[src/rtl/add_seq_pkg.sv]
// Shared definitions for the 32-bit two-pass add sequencer: operand widths
// and the sequencer state encoding.
package add_seq_pkg;

  localparam int HALF_W = 16;
  localparam int WORD_W = 2 * HALF_W;

  typedef enum logic [2:0] {
    IDLE    = 3'd0,
    LOAD_LO = 3'd1,
    ADD_LO  = 3'd2,
    LOAD_HI = 3'd3,
    ADD_HI  = 3'd4,
    DONE    = 3'd5
  } seq_state_e;

  // Select the low (hi=0) or high (hi=1) half of a full-width word.
  function automatic logic [HALF_W-1:0] word_half(input logic [WORD_W-1:0] word,
                                                  input logic hi);
    return hi ? word[WORD_W-1:HALF_W] : word[HALF_W-1:0];
  endfunction

endpackage

[src/rtl/sixteen_bit_adder.sv]
// Combinational 16-bit adder with carry-in and carry-out.
module sixteen_bit_adder
  import add_seq_pkg::*;
(
  input  logic [HALF_W-1:0] a,
  input  logic [HALF_W-1:0] b,
  input  logic              cin,
  output logic [HALF_W-1:0] sum,
  output logic              cout
);

  logic [HALF_W:0] full;

  assign full = {1'b0, a} + {1'b0, b} + {{HALF_W{1'b0}}, cin};
  assign sum  = full[HALF_W-1:0];
  assign cout = full[HALF_W];

endmodule

[src/rtl/system.sv]
// Half-width datapath: two enabled operand registers feeding one 16-bit adder.
// Registers clear on the same synchronous active-low reset as the sequencer.
module system
  import add_seq_pkg::*;
(
  input  logic              clk,
  input  logic              rstn,
  input  logic              en_a,
  input  logic              en_b,
  input  logic [HALF_W-1:0] d_a,
  input  logic [HALF_W-1:0] d_b,
  input  logic              cin,
  output logic [HALF_W-1:0] sum,
  output logic              cout
);

  logic [HALF_W-1:0] reg_a;
  logic [HALF_W-1:0] reg_b;

  always_ff @(posedge clk) begin
    if (!rstn) begin
      reg_a <= '0;
      reg_b <= '0;
    end else begin
      if (en_a) reg_a <= d_a;
      if (en_b) reg_b <= d_b;
    end
  end

  sixteen_bit_adder u_adder (
    .a    (reg_a),
    .b    (reg_b),
    .cin  (cin),
    .sum  (sum),
    .cout (cout)
  );

endmodule

[src/rtl/add32_sequencer.sv]
// 32-bit adder built by running a 16-bit datapath twice (low half, then high
// half) under a fixed six-state sequence; optional accumulate of last result.
module add32_sequencer
  import add_seq_pkg::*;
(
  input  logic              clk,
  input  logic              rstn,
  input  logic              in_valid,
  output logic              in_ready,
  input  logic [WORD_W-1:0] in_a,
  input  logic [WORD_W-1:0] in_b,
  input  logic              in_cin,
  input  logic              in_acc,
  output logic              out_valid,
  input  logic              out_ready,
  output logic [WORD_W-1:0] out_sum,
  output logic              out_cout
);

  // Handshakes: a transfer happens on a rising edge where valid and ready are
  // both 1. in_ready is high only in IDLE, out_valid only in DONE; neither
  // depends combinationally on the partner's signal.

  seq_state_e state, state_next;

  logic [WORD_W-1:0] op_a;
  logic [WORD_W-1:0] op_b;
  logic              op_cin;
  logic              carry_q;
  logic [WORD_W-1:0] result_q;
  logic              cout_q;

  logic              en_a;
  logic              en_b;
  logic [HALF_W-1:0] d_a;
  logic [HALF_W-1:0] d_b;
  logic              dp_cin;
  logic [HALF_W-1:0] dp_sum;
  logic              dp_cout;

  always_ff @(posedge clk) begin
    if (!rstn) state <= IDLE;
    else       state <= state_next;
  end

  always_comb begin
    state_next = state;
    in_ready   = 1'b0;
    out_valid  = 1'b0;
    en_a       = 1'b0;
    en_b       = 1'b0;
    d_a        = '0;
    d_b        = '0;
    dp_cin     = 1'b0;
    case (state)
      IDLE: begin
        in_ready = 1'b1;
        if (in_valid) state_next = LOAD_LO;
      end
      LOAD_LO: begin
        en_a       = 1'b1;
        en_b       = 1'b1;
        d_a        = word_half(op_a, 1'b0);
        d_b        = word_half(op_b, 1'b0);
        state_next = ADD_LO;
      end
      ADD_LO: begin
        dp_cin     = op_cin;
        state_next = LOAD_HI;
      end
      LOAD_HI: begin
        en_a       = 1'b1;
        en_b       = 1'b1;
        d_a        = word_half(op_a, 1'b1);
        d_b        = word_half(op_b, 1'b1);
        state_next = ADD_HI;
      end
      ADD_HI: begin
        dp_cin     = carry_q;
        state_next = DONE;
      end
      DONE: begin
        out_valid = 1'b1;
        if (out_ready) state_next = IDLE;
      end
      default: state_next = IDLE;
    endcase
  end

  // result_q doubles as the accumulator: at accept time it holds the last
  // completed sum, since only ADD_LO/ADD_HI ever write it.
  always_ff @(posedge clk) begin
    if (!rstn) begin
      op_a     <= '0;
      op_b     <= '0;
      op_cin   <= 1'b0;
      carry_q  <= 1'b0;
      result_q <= '0;
      cout_q   <= 1'b0;
    end else begin
      case (state)
        IDLE: begin
          if (in_valid) begin
            op_a   <= in_acc ? result_q : in_a;
            op_b   <= in_b;
            op_cin <= in_cin;
          end
        end
        ADD_LO: begin
          result_q[HALF_W-1:0] <= dp_sum;
          carry_q              <= dp_cout;
        end
        ADD_HI: begin
          result_q[WORD_W-1:HALF_W] <= dp_sum;
          cout_q                    <= dp_cout;
        end
        default: ;
      endcase
    end
  end

  system u_system (
    .clk  (clk),
    .rstn (rstn),
    .en_a (en_a),
    .en_b (en_b),
    .d_a  (d_a),
    .d_b  (d_b),
    .cin  (dp_cin),
    .sum  (dp_sum),
    .cout (dp_cout)
  );

  assign out_sum  = result_q;
  assign out_cout = cout_q;

endmodule

[config.mk]
export PLATFORM = sky130hd
export DESIGN_NAME = add32_sequencer
export DESIGN_NICKNAME = d
export VERILOG_FILES = /design/src/rtl/add_seq_pkg.sv /design/src/rtl/sixteen_bit_adder.sv /design/src/rtl/system.sv /design/src/rtl/add32_sequencer.sv
export SDC_FILE = /design/constraint.sdc
export NUM_CORES = 1
export LEC_CHECK = 0
export CORE_MARGIN = 3
export CORE_UTILIZATION = 48
export CTS_CLUSTER_DIAMETER = 40
export CTS_CLUSTER_SIZE = 10
export DETAILED_ROUTE_END_ITERATION = 8
export GPL_ROUTABILITY_DRIVEN = 0
export GPL_TIMING_DRIVEN = 0
export HOLD_SLACK_MARGIN = 0.12
export PLACE_DENSITY = 0.87
export SLEW_MARGIN = 40
export SYNTH_ARGS = -nofsm -noshare
export SYNTH_HDL_FRONTEND = slang
export SYNTH_SLANG_ARGS = --single-unit
[constraint.sdc]
create_clock -name clk -period 3.3 [get_ports clk]
set_input_delay 0.66 -clock clk [delete_from_list [all_inputs] [get_ports clk]]
set_output_delay 0.66 -clock clk [all_outputs]
set_load 0.005 [all_outputs]
==> impl_results.rst <==
.. list-table::
   :header-rows: 1

   * - Metric
     - Value
   * - Via count
     - 5,802
   * - Pin count of the biggest net entering global routing
     - 20
   * - Achievable clock frequency
     - 321 MHz
   * - H-tree depth
     - 4
   * - Count of buffers from port buffering
     - between 100 and 150
   * - Via count of the first global-routing pass
     - 5,473
   * - Summed area of non-filler cells in the final layout
     - between 0.008 and 0.009 sq mm
   * - Iter 0 DRT Violations
     - 574
   * - Critical path required time
     - 3.65 ns
   * - Layout cell share with drive strength beyond 1
     - around 6.7%
   * - Cell area after placement
     - 0.00744 sq mm
   * - Number of antenna violations at the first check in global routing
     - 0
   * - Transition time at the pin with the least slew margin
     - approximately 0.86 ns
   * - Effective utilization at floorplan
     - 50.4%
   * - Count of endpoints failing setup in the final report
     - 0
   * - Height of the chip
     - 120 um
   * - Number of filler instances in the final layout
     - 1,034
   * - Post-DR vias/cell
     - 5.63
   * - Outcome
     - completed
   * - DR pass1 iterations
     - 7
   * - Cell area after synthesis
     - 0.00621 sq mm
   * - Headroom to the max-slew limit
     - 42.5%
   * - Number of enable-type register cells in the synthesized netlist
     - 0
   * - Critical Path Fanout Max
     - 19
   * - Number of clock sinks
     - roughly 130
   * - Global-route total usage across every layer
     - around a quarter
   * - Antenna-violating nets left
     - 0
   * - Cts bufs inserted
     - 17
   * - Worst hold start
     - op_b[23]
   * - Class of the most critical hold timing path
     - flip-flop to flip-flop
   * - Row cnt
     - 40
   * - Post-CTS clock slew at the launch and capture registers of the worst setup and hold paths
     - about 0.060 ns
   * - Critical path's most frequent cell
     - buf_4
   * - Clk Tree Root Cell
     - clkbuf_16
   * - Post-synth net total
     - approximately 810
   * - Number of buffers between clock root and the deepest sink
     - 2
   * - Setup repair after global routing missed its margin
     - no
   * - Number of top-level pins
     - 105
   * - Total grt overflow
     - 0
   * - Pins Over Slew Limit
     - 0
   * - Area of the placeable core
     - 0.0123 sq mm
   * - Register cell area after layout
     - 0.00268 sq mm
   * - Die area
     - roughly 0.014 sq mm
   * - Final routed DRC violation total
     - 0
   * - Slowest Stage Delay on Critical Path
     - 0.44 ns
   * - Per-instance average area after synthesis
     - 8.54 sq um
   * - Number of warnings issued by yosys
     - 0
   * - Total area of multi-input combinational cells
     - 0.00328 sq mm
   * - Clock tree from TritonCTS
     - done
   * - Maximum vdd drop
     - 0.393 mV
   * - Die X-Extent
     - 120 um
   * - Element type at the critical path end
     - flip-flop
   * - Cell breakdown of the critical path
     - buf_4 > and2_1 > buf_6 > a22oi_1 > fa_2 > fa_1 > nor2b_2 > o31ai_1 > a211oi_2 > buf_4 > o21ai_0 > a31oi_1
   * - Crit path setup slack, layout
     - ~0.18 ns
   * - Startpoint type of the worst setup path
     - flip-flop
   * - Clk_lat worst skew
     - 0.43 ns
   * - Leading register cell type out of synthesis
     - dfxtp_1
   * - Sum of routed wire length over all layers
     - 17.5 mm
   * - Total Nets Final
     - approximately 940
   * - Pwr per Cell Area
     - 585 mW/mm^2
   * - Number of antenna cells inserted
     - 0
   * - FF+latch count, synth
     - 134
   * - Fraction of synthesis flops using an asynchronous set or reset pin
     - 0%
   * - Type of the worst setup path
     - flip-flop to flip-flop
   * - Setup slack after placement
     - -0.894 ns
   * - Cell with the biggest individual delay on the critical path
     - fa_1
   * - Final critical-path share of the clock period
     - 94.5%
   * - Part of the Yosys area used for sequential elements
     - 43.2%
   * - Startpoint of the worst setup timing path
     - state[1]
   * - Synthesis-to-finish area growth
     - 29.2%
   * - Worst EP arrival
     - 3.47 ns
   * - Standby leakage power
     - ~3 nW
   * - Final HPWL DP
     - around 13 mm
   * - Reported max-cap violation count
     - 0
   * - WHS Path Cells
     - 2
   * - Hold Violations, Final
     - 0
   * - Min cycle time layout
     - 3.12 ns
   * - Final routed wire length divided by cell count
     - 16.9 um
   * - Register-to-Register Path Depth
     - 12
   * - Setup TNS Final
     - 0 ns
   * - Synth Instances
     - 727
   * - Number of distinct library cell variants in the gate-level netlist after synthesis
     - 42
   * - Worst Skew
     - 0.00945 ns
   * - Worst reg2reg path startpoint
     - state[1]
   * - Wire length of the first global-routing pass
     - ~28 mm
cell families (layout without fill, tap and decap cells):
group	count (synthesis)	in the layout	share of synthesized area, %
fa+ha+maj	17	17	3.67
compound gates	195	195	20.8
buf+inv	65	200	4.27
flops	134	134	43.2
simple gates	247	247	16.9
xor+xnor	3	3	0.423
mux	66	66	10.6
worst max-delay path: cells and delay by family, from the launching register on:
kind	cells	cell delay, ns
AO/OA/AOI/OAI	5	0.87
adder cells (fa/ha/maj)	2	0.83
buffers and inverters	3	0.59
flip-flops	1	0.36
AND/OR/NAND/NOR	2	0.36
Yosys cell counts (7+ instances only):
master    instances  area share [%]
ha_1             15             3.0
mux2i_1          66              11
clkbuf_1         35             2.1
o21a_1            8            0.97
nor2_1           95             5.7
o211ai_1         10             1.2
buf_2            17             1.4
a31oi_1           7            0.71
o31ai_1           9             1.1
a21oi_1          53             4.3
inv_1             8            0.48
nand3_1          16             1.3
dfxtp_1         134              43
a211oi_1         72             8.7
nand2_1          98             5.9
o21ai_0          18             1.5
nor3_1           10            0.81
where the power goes:
group | internal [mW] | leakage (nW) | switching, mW | total (mW)
logic | 0.459 | 1.61 | 0.628 | 1.09
registers | 1.80 | 1.10 | 0.113 | 1.91
clock network | 1.03 | 0.261 | 0.656 | 1.68
state kept, by name, summed over array words and instances, names as in the netlist:
name and cells:
state 3, u_system.reg_a 16, op_cin 1, u_system.reg_b 16
op_a 32, out_cout 1, op_b 32, out_sum 32
carry_q 1
final timing paths:
check        endpoint  slack (ns)
min reg2reg  op_b[23]        0.45
max reg2reg   carry_q        0.18
max           carry_q        0.18
min          op_b[23]        0.45
metal layers:
metal	track usage, %	vias up	part of all wire [%]	wire length, um
li1	-	2841	-	-
met1	31.3	2662	43	7520
met2	38.9	264	45	7930
met3	7.78	35	9.0	1570
met4	8.88	0	2.5	437
met5	0	-	0	0
what timing repair did:
item	in CTS	in global routing
setup buffers	3	0
setup endpoints to repair	19	8
resized for setup	8	4
pin swaps	2	0
hold buffers	0	0
metrics by stage:
| stage | hold slack, ns | cells | utilization (%) | total power [mW] |
|---|---|---|---|---|
| finish | 0.453 | 1030 | 65.1 | 4.69 |
| global route | 0.476 | 1030 | 65.1 | 4.88 |
| CTS | 0.454 | 1030 | 65.0 | 4.66 |
| detailed placement | 0.447 | 997 | 60.4 | 2.99 |
| global placement | 0.441 | 997 | 60.4 | 2.96 |
| floorplan | 0.436 | 727 | - | 2.61 |
layout make-up:
class / instances / area share [%]
buffer: 55 / 3.00
inverter: 9 / 0.421
clock inverter: 4 / 0.250
sequential: 134 / 33.5
tap: 168 / 2.62
clock buffer: 27 / 6.28
timing repair buffer: 105 / 13.0
multi-input combinational: 528 / 40.9
placed cells by master, fill, tap and decap left out, types with 2 or more instances in the layout:
cell,count
o31a_1,4
a22oi_1,3
nor3_1,10
o31ai_1,9
buf_4,4
inv_1,8
clkbuf_16,17
a21boi_0,3
a21oi_1,53
mux2i_1,66
a31oi_1,7
clkdlybuf4s50_1,102
nor2b_1,3
clkbuf_8,4
nand2_1,98
a211oi_2,2
nand3_1,16
o211a_1,3
nand2b_1,4
clkinv_2,4
nand3b_1,3
clkbuf_1,40
o21ai_0,18
buf_2,15
buf_1,3
or3_1,3
and2_1,3
a211oi_1,70
nand4_1,3
xnor2_1,2
nor2_1,94
a21o_1,2
or2_2,2
o211ai_1,10
dfxtp_1,133
ha_1,15
and3_1,2
o21a_1,8
(Power assumes the default switching activity.)
